### src/rtl/door_lock_ctrl.sv
// Keypad code lock: CODE_LEN-digit entry check, idle timeout, failed-attempt lockout
// and in-field code reprogramming while the door is open.
module door_lock_ctrl #(
  parameter int unsigned                       DIGIT_W      = 4,
  parameter int unsigned                       CODE_LEN     = 4,
  parameter logic [DIGIT_W*CODE_LEN-1:0]       DEFAULT_CODE = 16'h1324,
  parameter int unsigned                       TIMEOUT_CYC  = 10,
  parameter int unsigned                       OPEN_CYC     = 32,
  parameter int unsigned                       ERR_CYC      = 4,
  parameter int unsigned                       MAX_FAILS    = 3,
  parameter int unsigned                       LOCKOUT_CYC  = 64,
  localparam int unsigned                      FAIL_W       = $clog2(MAX_FAILS + 1)
) (
  input  logic               clk,
  input  logic               reset_n,
  input  logic               key_valid,
  input  logic [DIGIT_W-1:0] key,
  input  logic               prog_req,
  output logic               unlock,
  output logic               green,
  output logic               red,
  output logic               locked_out,
  output logic               timeout,
  output logic [FAIL_W-1:0]  fail_cnt
);

  localparam int unsigned CODE_W  = DIGIT_W * CODE_LEN;
  localparam int unsigned MAX_A   = (TIMEOUT_CYC > OPEN_CYC) ? TIMEOUT_CYC : OPEN_CYC;
  localparam int unsigned MAX_B   = (ERR_CYC > LOCKOUT_CYC) ? ERR_CYC : LOCKOUT_CYC;
  localparam int unsigned CNT_MAX = (MAX_A > MAX_B) ? MAX_A : MAX_B;
  localparam int unsigned CNT_W   = $clog2(CNT_MAX + 1);
  localparam int unsigned IDX_W   = (CODE_LEN > 1) ? $clog2(CODE_LEN) : 1;

  typedef enum logic [2:0] {IDLE, ENTRY, OPEN, PROG, ERR, LOCKOUT} state_t;

  state_t             state, state_nxt;
  logic [CODE_W-1:0]  code, code_nxt, shadow, shadow_nxt, prog_word;
  logic [CNT_W-1:0]   cnt, cnt_nxt;
  logic [IDX_W-1:0]   idx, idx_nxt, sel;
  logic               mism, mism_nxt, miss, last, timeout_nxt;
  logic [FAIL_W-1:0]  fail_nxt;
  logic [DIGIT_W-1:0] digit;

  // Digit under comparison; IDLE always compares against the first digit.
  always_comb begin
    sel   = (state == ENTRY) ? idx : '0;
    digit = '0;
    for (int unsigned i = 0; i < CODE_LEN; i++)
      if (sel == IDX_W'(i)) digit = code[(CODE_LEN-1-i)*DIGIT_W +: DIGIT_W];
  end

  assign miss      = ((state == ENTRY) && mism) || (key != digit);
  assign last      = (state == ENTRY) ? (idx == IDX_W'(CODE_LEN - 1)) : (CODE_LEN == 1);
  assign prog_word = (shadow << DIGIT_W) | CODE_W'(key);

  always_comb begin
    state_nxt   = state;
    cnt_nxt     = cnt;
    idx_nxt     = idx;
    mism_nxt    = mism;
    fail_nxt    = fail_cnt;
    code_nxt    = code;
    shadow_nxt  = shadow;
    timeout_nxt = 1'b0;
    case (state)
      IDLE, ENTRY: begin
        if (key_valid) begin
          cnt_nxt = '0;
          if (last) begin
            idx_nxt  = '0;
            mism_nxt = 1'b0;
            if (!miss) begin
              state_nxt = OPEN;
              fail_nxt  = '0;
            end else if (fail_cnt >= FAIL_W'(MAX_FAILS - 1)) begin
              state_nxt = LOCKOUT;
              fail_nxt  = FAIL_W'(MAX_FAILS);
            end else begin
              state_nxt = ERR;
              fail_nxt  = fail_cnt + 1'b1;
            end
          end else begin
            state_nxt = ENTRY;
            idx_nxt   = sel + 1'b1;
            mism_nxt  = miss;
          end
        end else if (state == ENTRY) begin
          if (cnt == CNT_W'(TIMEOUT_CYC - 1)) begin
            state_nxt   = IDLE;
            cnt_nxt     = '0;
            idx_nxt     = '0;
            mism_nxt    = 1'b0;
            timeout_nxt = 1'b1;
          end else begin
            cnt_nxt = cnt + 1'b1;
          end
        end
      end
      OPEN: begin
        if (prog_req) begin
          state_nxt = PROG;
          cnt_nxt   = '0;
          idx_nxt   = '0;
        end else if (cnt == CNT_W'(OPEN_CYC - 1)) begin
          state_nxt = IDLE;
          cnt_nxt   = '0;
        end else begin
          cnt_nxt = cnt + 1'b1;
        end
      end
      PROG: begin
        if (key_valid) begin
          cnt_nxt    = '0;
          shadow_nxt = prog_word;
          if (idx == IDX_W'(CODE_LEN - 1)) begin
            code_nxt  = prog_word;
            state_nxt = IDLE;
            idx_nxt   = '0;
          end else begin
            idx_nxt = idx + 1'b1;
          end
        end else if (cnt == CNT_W'(TIMEOUT_CYC - 1)) begin
          state_nxt   = IDLE;
          cnt_nxt     = '0;
          idx_nxt     = '0;
          timeout_nxt = 1'b1;
        end else begin
          cnt_nxt = cnt + 1'b1;
        end
      end
      ERR: begin
        if (cnt == CNT_W'(ERR_CYC - 1)) begin
          state_nxt = IDLE;
          cnt_nxt   = '0;
        end else begin
          cnt_nxt = cnt + 1'b1;
        end
      end
      LOCKOUT: begin
        if (cnt == CNT_W'(LOCKOUT_CYC - 1)) begin
          state_nxt = IDLE;
          cnt_nxt   = '0;
          fail_nxt  = '0;
        end else begin
          cnt_nxt = cnt + 1'b1;
        end
      end
      default: state_nxt = IDLE;
    endcase
  end

  always_ff @(posedge clk or negedge reset_n) begin
    if (!reset_n) begin
      state      <= IDLE;
      code       <= DEFAULT_CODE;
      shadow     <= '0;
      cnt        <= '0;
      idx        <= '0;
      mism       <= 1'b0;
      fail_cnt   <= '0;
      unlock     <= 1'b0;
      green      <= 1'b0;
      red        <= 1'b0;
      locked_out <= 1'b0;
      timeout    <= 1'b0;
    end else begin
      state      <= state_nxt;
      code       <= code_nxt;
      shadow     <= shadow_nxt;
      cnt        <= cnt_nxt;
      idx        <= idx_nxt;
      mism       <= mism_nxt;
      fail_cnt   <= fail_nxt;
      unlock     <= (state_nxt == OPEN);
      green      <= (state_nxt == OPEN) || (state_nxt == PROG);
      red        <= (state_nxt == ERR) || (state_nxt == LOCKOUT);
      locked_out <= (state_nxt == LOCKOUT);
      timeout    <= timeout_nxt;
    end
  end

endmodule

### config.mk
export PLATFORM = sky130hd
export DESIGN_NAME = door_lock_ctrl
export DESIGN_NICKNAME = d
export VERILOG_FILES = /design/src/rtl/door_lock_ctrl.sv
export SDC_FILE = /design/constraint.sdc
export NUM_CORES = 1
export LEC_CHECK = 0
export BUFFER_PORTS_ARGS = -buffer_cell sky130_fd_sc_hd__buf_2
export CORE_MARGIN = 2
export CORE_UTILIZATION = 64
export DETAILED_ROUTE_END_ITERATION = 12
export PLACE_DENSITY = 0.83
export SKIP_CTS_REPAIR_TIMING = 1
export SLEW_MARGIN = 20
export SYNTH_ARGS = -nofsm -noshare
export SYNTH_HDL_FRONTEND = slang
export SYNTH_SLANG_ARGS = --single-unit
### constraint.sdc
create_clock -name clk -period 8.7 [get_ports clk]
set_input_delay 1.74 -clock clk [delete_from_list [all_inputs] [get_ports clk]]
set_output_delay 1.74 -clock clk [all_outputs]
set_load 0.03 [all_outputs]
==> key figures, run 1 <==
Floorplanning
  • Die area: between 4000 and 5000 µm²
  • Die width: about 66 µm
  • Ports: 15
  • Initial core utilization: 0.671
  • Die Height: 66.2 µm
  • Cell row count: 22
  • Core box area: about 3700 µm²

STA
  • Slew HR: 0.479
  • Tmin final: approximately 3.1 ns
  • Fmax: ~0.32 GHz
  • Final Max Tran Viols: 0
  • Final Hold Fails: 0
  • Final Cycle Share: 0.355
  • Worst-Margin Slew: just under 0.8 ns
  • Worst clock skew: slightly below 0.006 ns
  • Final setup vio count: 0
  • Setup TNS: 0 ns
  • RSZ-0062 raised after global routing: false

Cells and area
  • Filler cell count: ~280
  • Core Util, Final: 0.724
  • Layout area overhead: 7.78%
  • ANT cells: 0
  • Final nets: roughly 260
  • Layout cells sized above 1: 0.273

Drt
  • # DRC: 0
  • Antenna Nets Post-Route: 0
  • 1st-pass router iterations: 4
  • Vias: 1767
  • DR iter-0 viols: around 210
  • Post-Route WL: about 4600 µm
  • Vias per cell: around 6.1
  • Routed wire length per instance: about 16 µm

Critical path
  • R2R depth: 10
  • CP max FO: 12
  • Critical Path RT: 8.88 ns
  • CP top delay family: simple AND/OR/NAND/NOR gates
  • Setup Crit Path Kind: reg2reg
  • CP Cell Sequence: nor2_1 > nand3_1 > inv_1 > ha_1 > and3b_1 > a2111oi_0 > nor3_1 > nor3_1 > a41o_1 > o21ai_0
  • Crit path from: state[1]
  • R2R setup slack: around 5.6 ns
  • Crit path largest cell delay: roughly 0.51 ns
  • Reg2reg end: fail_cnt[0]
  • Slowest-stage cell, CP: dfrtp_1
  • Critical Path Start Type: flop
  • Buf+Inv Stages, Crit Path: 1
  • Kind of end point of the critical path: flop
  • Worst Setup EP: fail_cnt[0]
  • R2r startpoint: state[1]
  • Stages on worst setup path: 10
  • Crit-path most repeated cell: nor3_1
  • Critical path arrival: 3.27 ns

Logic synthesis
  • EDFF count, synth: 0
  • Post-Syn Instances: 228
  • Post-synthesis async set-or-reset flop share: 1.00
  • Top cell type's share of synthesized area: 0.435
  • Synth area leaders: dfrtp_1, mux2_2, dfstp_2
  • Syn. warnings: 0
  • Avg Cell Area, Syn: between 10 and 15 µm²
  • Most common cell in the netlist: dfrtp_1
  • Area leader, netlist: dfrtp_1
  • Mapped cell area: 2480 µm²
  • Commonest cells in the synthesized netlist: dfrtp_1, mux2_2, nand2_1
  • Seq/Total Area, Yosys: 0.488
  • Yosys reg bits: 48
  • Number of library cell types mapped by synthesis: between 50 and 60
  • Most used flip-flop cell after synthesis: dfrtp_1
  • Mapped Nets: around 240

Power and ir drop
  • Reg power frac: 0.582
  • Net switching fraction of the power: 0.237
  • Int Pwr: around 0.3 mW
  • Clk pwr share: 0.349
  • Power density cells: 146 nW/µm²
  • Worst vdd ir: about 0.000091 V
  • Logic pwr share: 0.069
  • Sw Pwr: 0.0927 mW
  • Leak: about 1.3 nW

Status
  • Outcome: complete, no violations

CTS
  • CTS Buffer Depth: 2
  • CTS tree: built
  • Clock transition at path regs: around 0.090 ns
  • Num CTS Buffers: 5
  • Clk sinks: 48
  • Worst skew pair latency: 0.30 ns
  • H-tree Lvls: 2
  • Root Buffer: clkbuf_8

Global route
  • Global route overflow: 0
  • First-pass GRT wire length: slightly below 8000 µm
  • GR Util All Layers: 0.237
  • Largest net degree at the start of global routing: 49
  • Vias in the first global route: around 1700
  • Initial antenna violation count: 0

Place
  • Port bufs: 14
  • Dpl hpwl: approximately 3300 µm
  • RD Place Congestion: 0.870

Worst hold path
  • Min-delay worst type: reg2reg
  • Hold Crit Start: code[1]

Run
  • Max cap viols: 0
-- how the worst min path moves through the flow --
| stage | cells after the start | slack [ns] | to |
|---|---|---|---|
| 6_report | 1 | 0.52 | code[1] |
| 3_5_place_dp | 1 | 0.50 | code[13] |
| 3_3_place_gp | 1 | 0.49 | code[14] |
| 2_1_floorplan | 1 | 0.47 | code[13] |
| 4_1_cts | 1 | 0.52 | code[1] |
| 5_1_grt | 1 | 0.53 | code[1] |
-- area by class of cell --
class                   count  area, µm²  share of cell area
flip-flops and latches     48       1210               0.452
clock inverters             2       10.0             0.00375
clock buffers               6       82.6              0.0309
inverters                  10       37.5              0.0141
multi-input cells         162       1200               0.449
repair buffers             14       72.6              0.0272
well taps                  48       60.1              0.0225
-- routing by layer --
layer	global-route usage	wire length, µm
met1	0.350	2260
met2	0.340	2050
met3	0.0545	167
met4	0.0918	90
met5	0	0
-- power groups by stage --
stage	Clock [mW]	Sequential (mW)	Combinational [mW]
CTS	0.139	0.227	0.0269
finish	0.136	0.227	0.0270
floorplan	0	0.230	0.0174
detailed placement	0	0.232	0.0268
global route	0.149	0.228	0.0306
global placement	0	0.232	0.0263
-- flip-flops by register name (all words and copies together) (netlist names) --
name / flops
locked_out: 1
shadow: 12
idx: 2
unlock: 1
cnt: 7
red: 1
timeout: 1
green: 1
code: 16
fail_cnt: 2
state: 3
mism: 1
-- cell families after synthesis --
group           after synthesis  synth area share
compound gates               54             0.158
xor+xnor                      2           0.00708
fa+ha+maj                     7            0.0354
buf+inv                      18            0.0283
flops                        48             0.488
mux                          29             0.132
simple gates                 70             0.152
-- cells in the final DEF, fill, tap and decap left out, types with 3 or more instances in the layout --
master and count:
a21o_1 3, a21oi_1 10, and3_1 5, buf_2 13, clkbuf_8 6, dfrtp_1 43
dfstp_2 5, ha_1 7, inv_1 10, mux2_2 29, nand2_1 18, nand3_1 8
nor2_1 11, nor2b_1 3, nor3_1 4, nor4_1 3, o21ai_0 11, o22ai_1 3
-- through the flow --
step / area [µm²] / cells / hold slack, ns / worst slack, ns / total power, mW
6_report: 2670 / 290 / 0.516 / 5.61 / 0.390
3_3_place_gp: 2570 / 282 / 0.485 / 5.54 / 0.258
4_1_cts: 2670 / 290 / 0.519 / 5.63 / 0.393
5_1_grt: 2670 / 290 / 0.530 / 5.27 / 0.407
3_5_place_dp: 2570 / 282 / 0.499 / 5.49 / 0.258
2_1_floorplan: 2480 / 228 / 0.471 / 5.71 / 0.247
Note: power is estimated with default switching activity, not from simulation.
==> run 2, diff against run 1 <==
Settings changed: CORE_UTILIZATION 64 to 60, PLACE_DENSITY 0.83 to 0.79.
Clock period 8.7 ns to 3 ns, I/O delays scaled along.
==> run 2 against run 1 <==
Cell area rose by 3.0%. Clock skew increased by 0.0039 ns. Clock power increased to 3.6 times the previous value. Setup slack got worse by 5.3 ns. Critical path depth unchanged. Total power grew to 3.2 times the previous value. Non-clock buffer count increased by 5. Via count is 1.1% higher. Fmax up 14%. Routed wire length is 2.5% higher. Combinational power grew to 3.1 times the previous value. Critical path type unchanged. Critical endpoint is now fail_cnt[1]. Largest cell class is now multi-input combinational cells.
==> key figures, run 2 (synthesized netlist as in run 1, its figures left out) <==
Power and ir drop
  • Power density cells: 449 nW/µm² (+210%)
  • Worst vdd ir: 0.000268 V (+190%)
  • Leak: 1.37 nW (+2.9%)

STA
  • Final Max Tran Viols: 0 (unchanged)
  • Fmax: 0.370 GHz (+14%)
  • RSZ-0062 raised after global routing: false
  • Tmin final: 2.71 ns (-0.385 ns)
  • Setup TNS: 0 ns (unchanged)
  • Worst clock skew: 0.00976 ns (+0.00390 ns)
  • Worst-Margin Slew: 0.758 ns (-0.0223 ns)
  • Final Cycle Share: 0.902 (+0.546)
  • Hold Slack: 0.279 ns (-0.237 ns)
  • Slew HR: 0.494 (+0.0149)
  • Final setup vio count: 0 (unchanged)
  • Final Hold Fails: 0 (unchanged)

Critical path
  • CP max FO: 8 (-4)
  • CP top delay family: simple AND/OR/NAND/NOR gates
  • Crit path largest cell delay: 0.52 ns (about the same)
  • Stages on worst setup path: 10 (unchanged)
  • Setup Crit Path Kind: reg2reg
  • R2r startpoint: state[2]
  • Critical Path Start Type: flop
  • R2R setup slack: 0.29 ns (-5.31 ns)
  • CP Cell Sequence: nor2_1 > nand3_1 > inv_1 > ha_1 > nand2b_1 > nor2_1 > or4_1 > nor2b_1 > a41o_1 > o21ai_0
  • Buf+Inv Stages, Crit Path: 1 (unchanged)
  • Kind of end point of the critical path: flop
  • R2R depth: 10 (unchanged)
  • Crit-path most repeated cell: nor2_1
  • Critical Path RT: 3.22 ns (-5.66 ns)
  • Critical path arrival: 2.93 ns (-0.34 ns)
  • Slowest-stage cell, CP: or4_1
  • Reg2reg end: fail_cnt[1]

Floorplanning
  • Initial core utilization: 0.619 (-0.0523)
  • Core box area: 4000 µm² (+8.4%)
  • Die area: 4660 µm² (+6.3%)
  • Ports: 15 (unchanged)
  • Die width: 68.2 µm (+3.1%)
  • Cell row count: 23 (+4.5%)
  • Die Height: 68.2 µm (+3.1%)

Cells and area
  • Final nets: 261 (+2.0%)
  • Commonest non-fill, non-tap cells in the layout: dfrtp_1, mux2_2, nand2_1
  • Largest register by flop count: code
  • Layout area overhead: 11.1%
  • Max FFs per register: 16 (unchanged)
  • Largest registers: code (16), shadow (12), cnt (7)
  • ANT cells: 0 (unchanged)
  • Layout cells sized above 1: 0.296 (+0.0228)
  • Commonest non-fill, non-tap cell in the layout: dfrtp_1

CTS
  • Clk sinks: 48 (unchanged)
  • Worst skew pair latency: 0.31 ns (about the same)
  • Num CTS Buffers: 5 (unchanged)
  • Clock transition at path regs: 0.09 ns (about the same)
  • H-tree Lvls: 2 (unchanged)
  • CTS Buffer Depth: 2 (unchanged)
  • CTS tree: built
  • Root Buffer: clkbuf_8

Drt
  • Antenna Nets Post-Route: 0 (unchanged)
  • DR iter-0 viols: 119 (-42%)
  • Vias: 1786 (+1.1%)
  • Routed wire length per instance: 15.8 µm (+0.12%)
  • 1st-pass router iterations: 4 (unchanged)
  • Post-Route WL: 4680 µm (+2.5%)
  • Vias per cell: 6.01 (-1.3%)
  • # DRC: 0 (unchanged)

Place
  • Port bufs: 14 (unchanged)
  • RD Place Congestion: 0.867 (-0.30%)
  • Dpl hpwl: 3300 µm (+0.86%)

Global route
  • Vias in the first global route: 1678 (+1.3%)
  • GR Util All Layers: 0.229 (-0.00871)
  • Global route overflow: 0 (unchanged)
  • First-pass GRT wire length: 7820 µm (+1.1%)
  • Largest net degree at the start of global routing: 49 (unchanged)
  • Initial antenna violation count: 0 (unchanged)

Run
  • Max cap viols: 0 (unchanged)

Worst hold path
  • Min-delay worst type: in2async

Status
  • Outcome: complete, no violations
## run 2: cell types whose count changed in the layout (fill, tap and decap cells not counted), sizes merged
cell | previous run | this run
clkinv | 2 | 1
buf | 14 | 19
bufinv | 0 | 1
## run 2: stage by stage
stage	power, mW	setup slack, ns	cell area, µm²	util	instances
2_1_floorplan	0.717	0.200	2480	-	228
3_3_place_gp	0.749	0.386	2610	0.653	289
3_5_place_dp	0.751	0.215	2610	0.653	289
4_1_cts	1.24	0.178	2740	0.684	297
5_1_grt	1.28	0.0568	2750	0.688	297
6_report	1.23	0.295	2750	0.688	297
## run 2: final cells by class
cell class | instances | area, µm²
Clock inverter | 2 | 38.8
Tap cell | 50 | 62.6
Fill cell | 315 | 1250
Inverter | 10 | 37.5
Clock buffer | 6 | 82.6
Timing Repair Buffer | 19 | 110
Sequential cell | 48 | 1210
Multi-Input combinational cell | 162 | 1210
## run 2: layer usage
metal	track usage	part of all wire	up-vias	routed length, µm
met5	0	0	-	0
met4	0.0675	0.012	0	58
met3	0.0493	0.040	7	185
met2	0.351	0.47	39	2200
met1	0.326	0.48	869	2230
li1	-	-	871	-
## run 2: how the worst max path moves through the flow
stage,start,end
6_report,state[2],fail_cnt[1]
3_3_place_gp,state[2],fail_cnt[1]
2_1_floorplan,state[0],fail_cnt[0]
5_1_grt,state[2],fail_cnt[1]
4_1_cts,state[2],fail_cnt[0]
3_5_place_dp,state[2],fail_cnt[1]
## run 2: power breakdown
part           switching [mW]  internal, mW
logic                  0.0547        0.0298
clock network           0.221         0.273
registers             0.00444         0.651
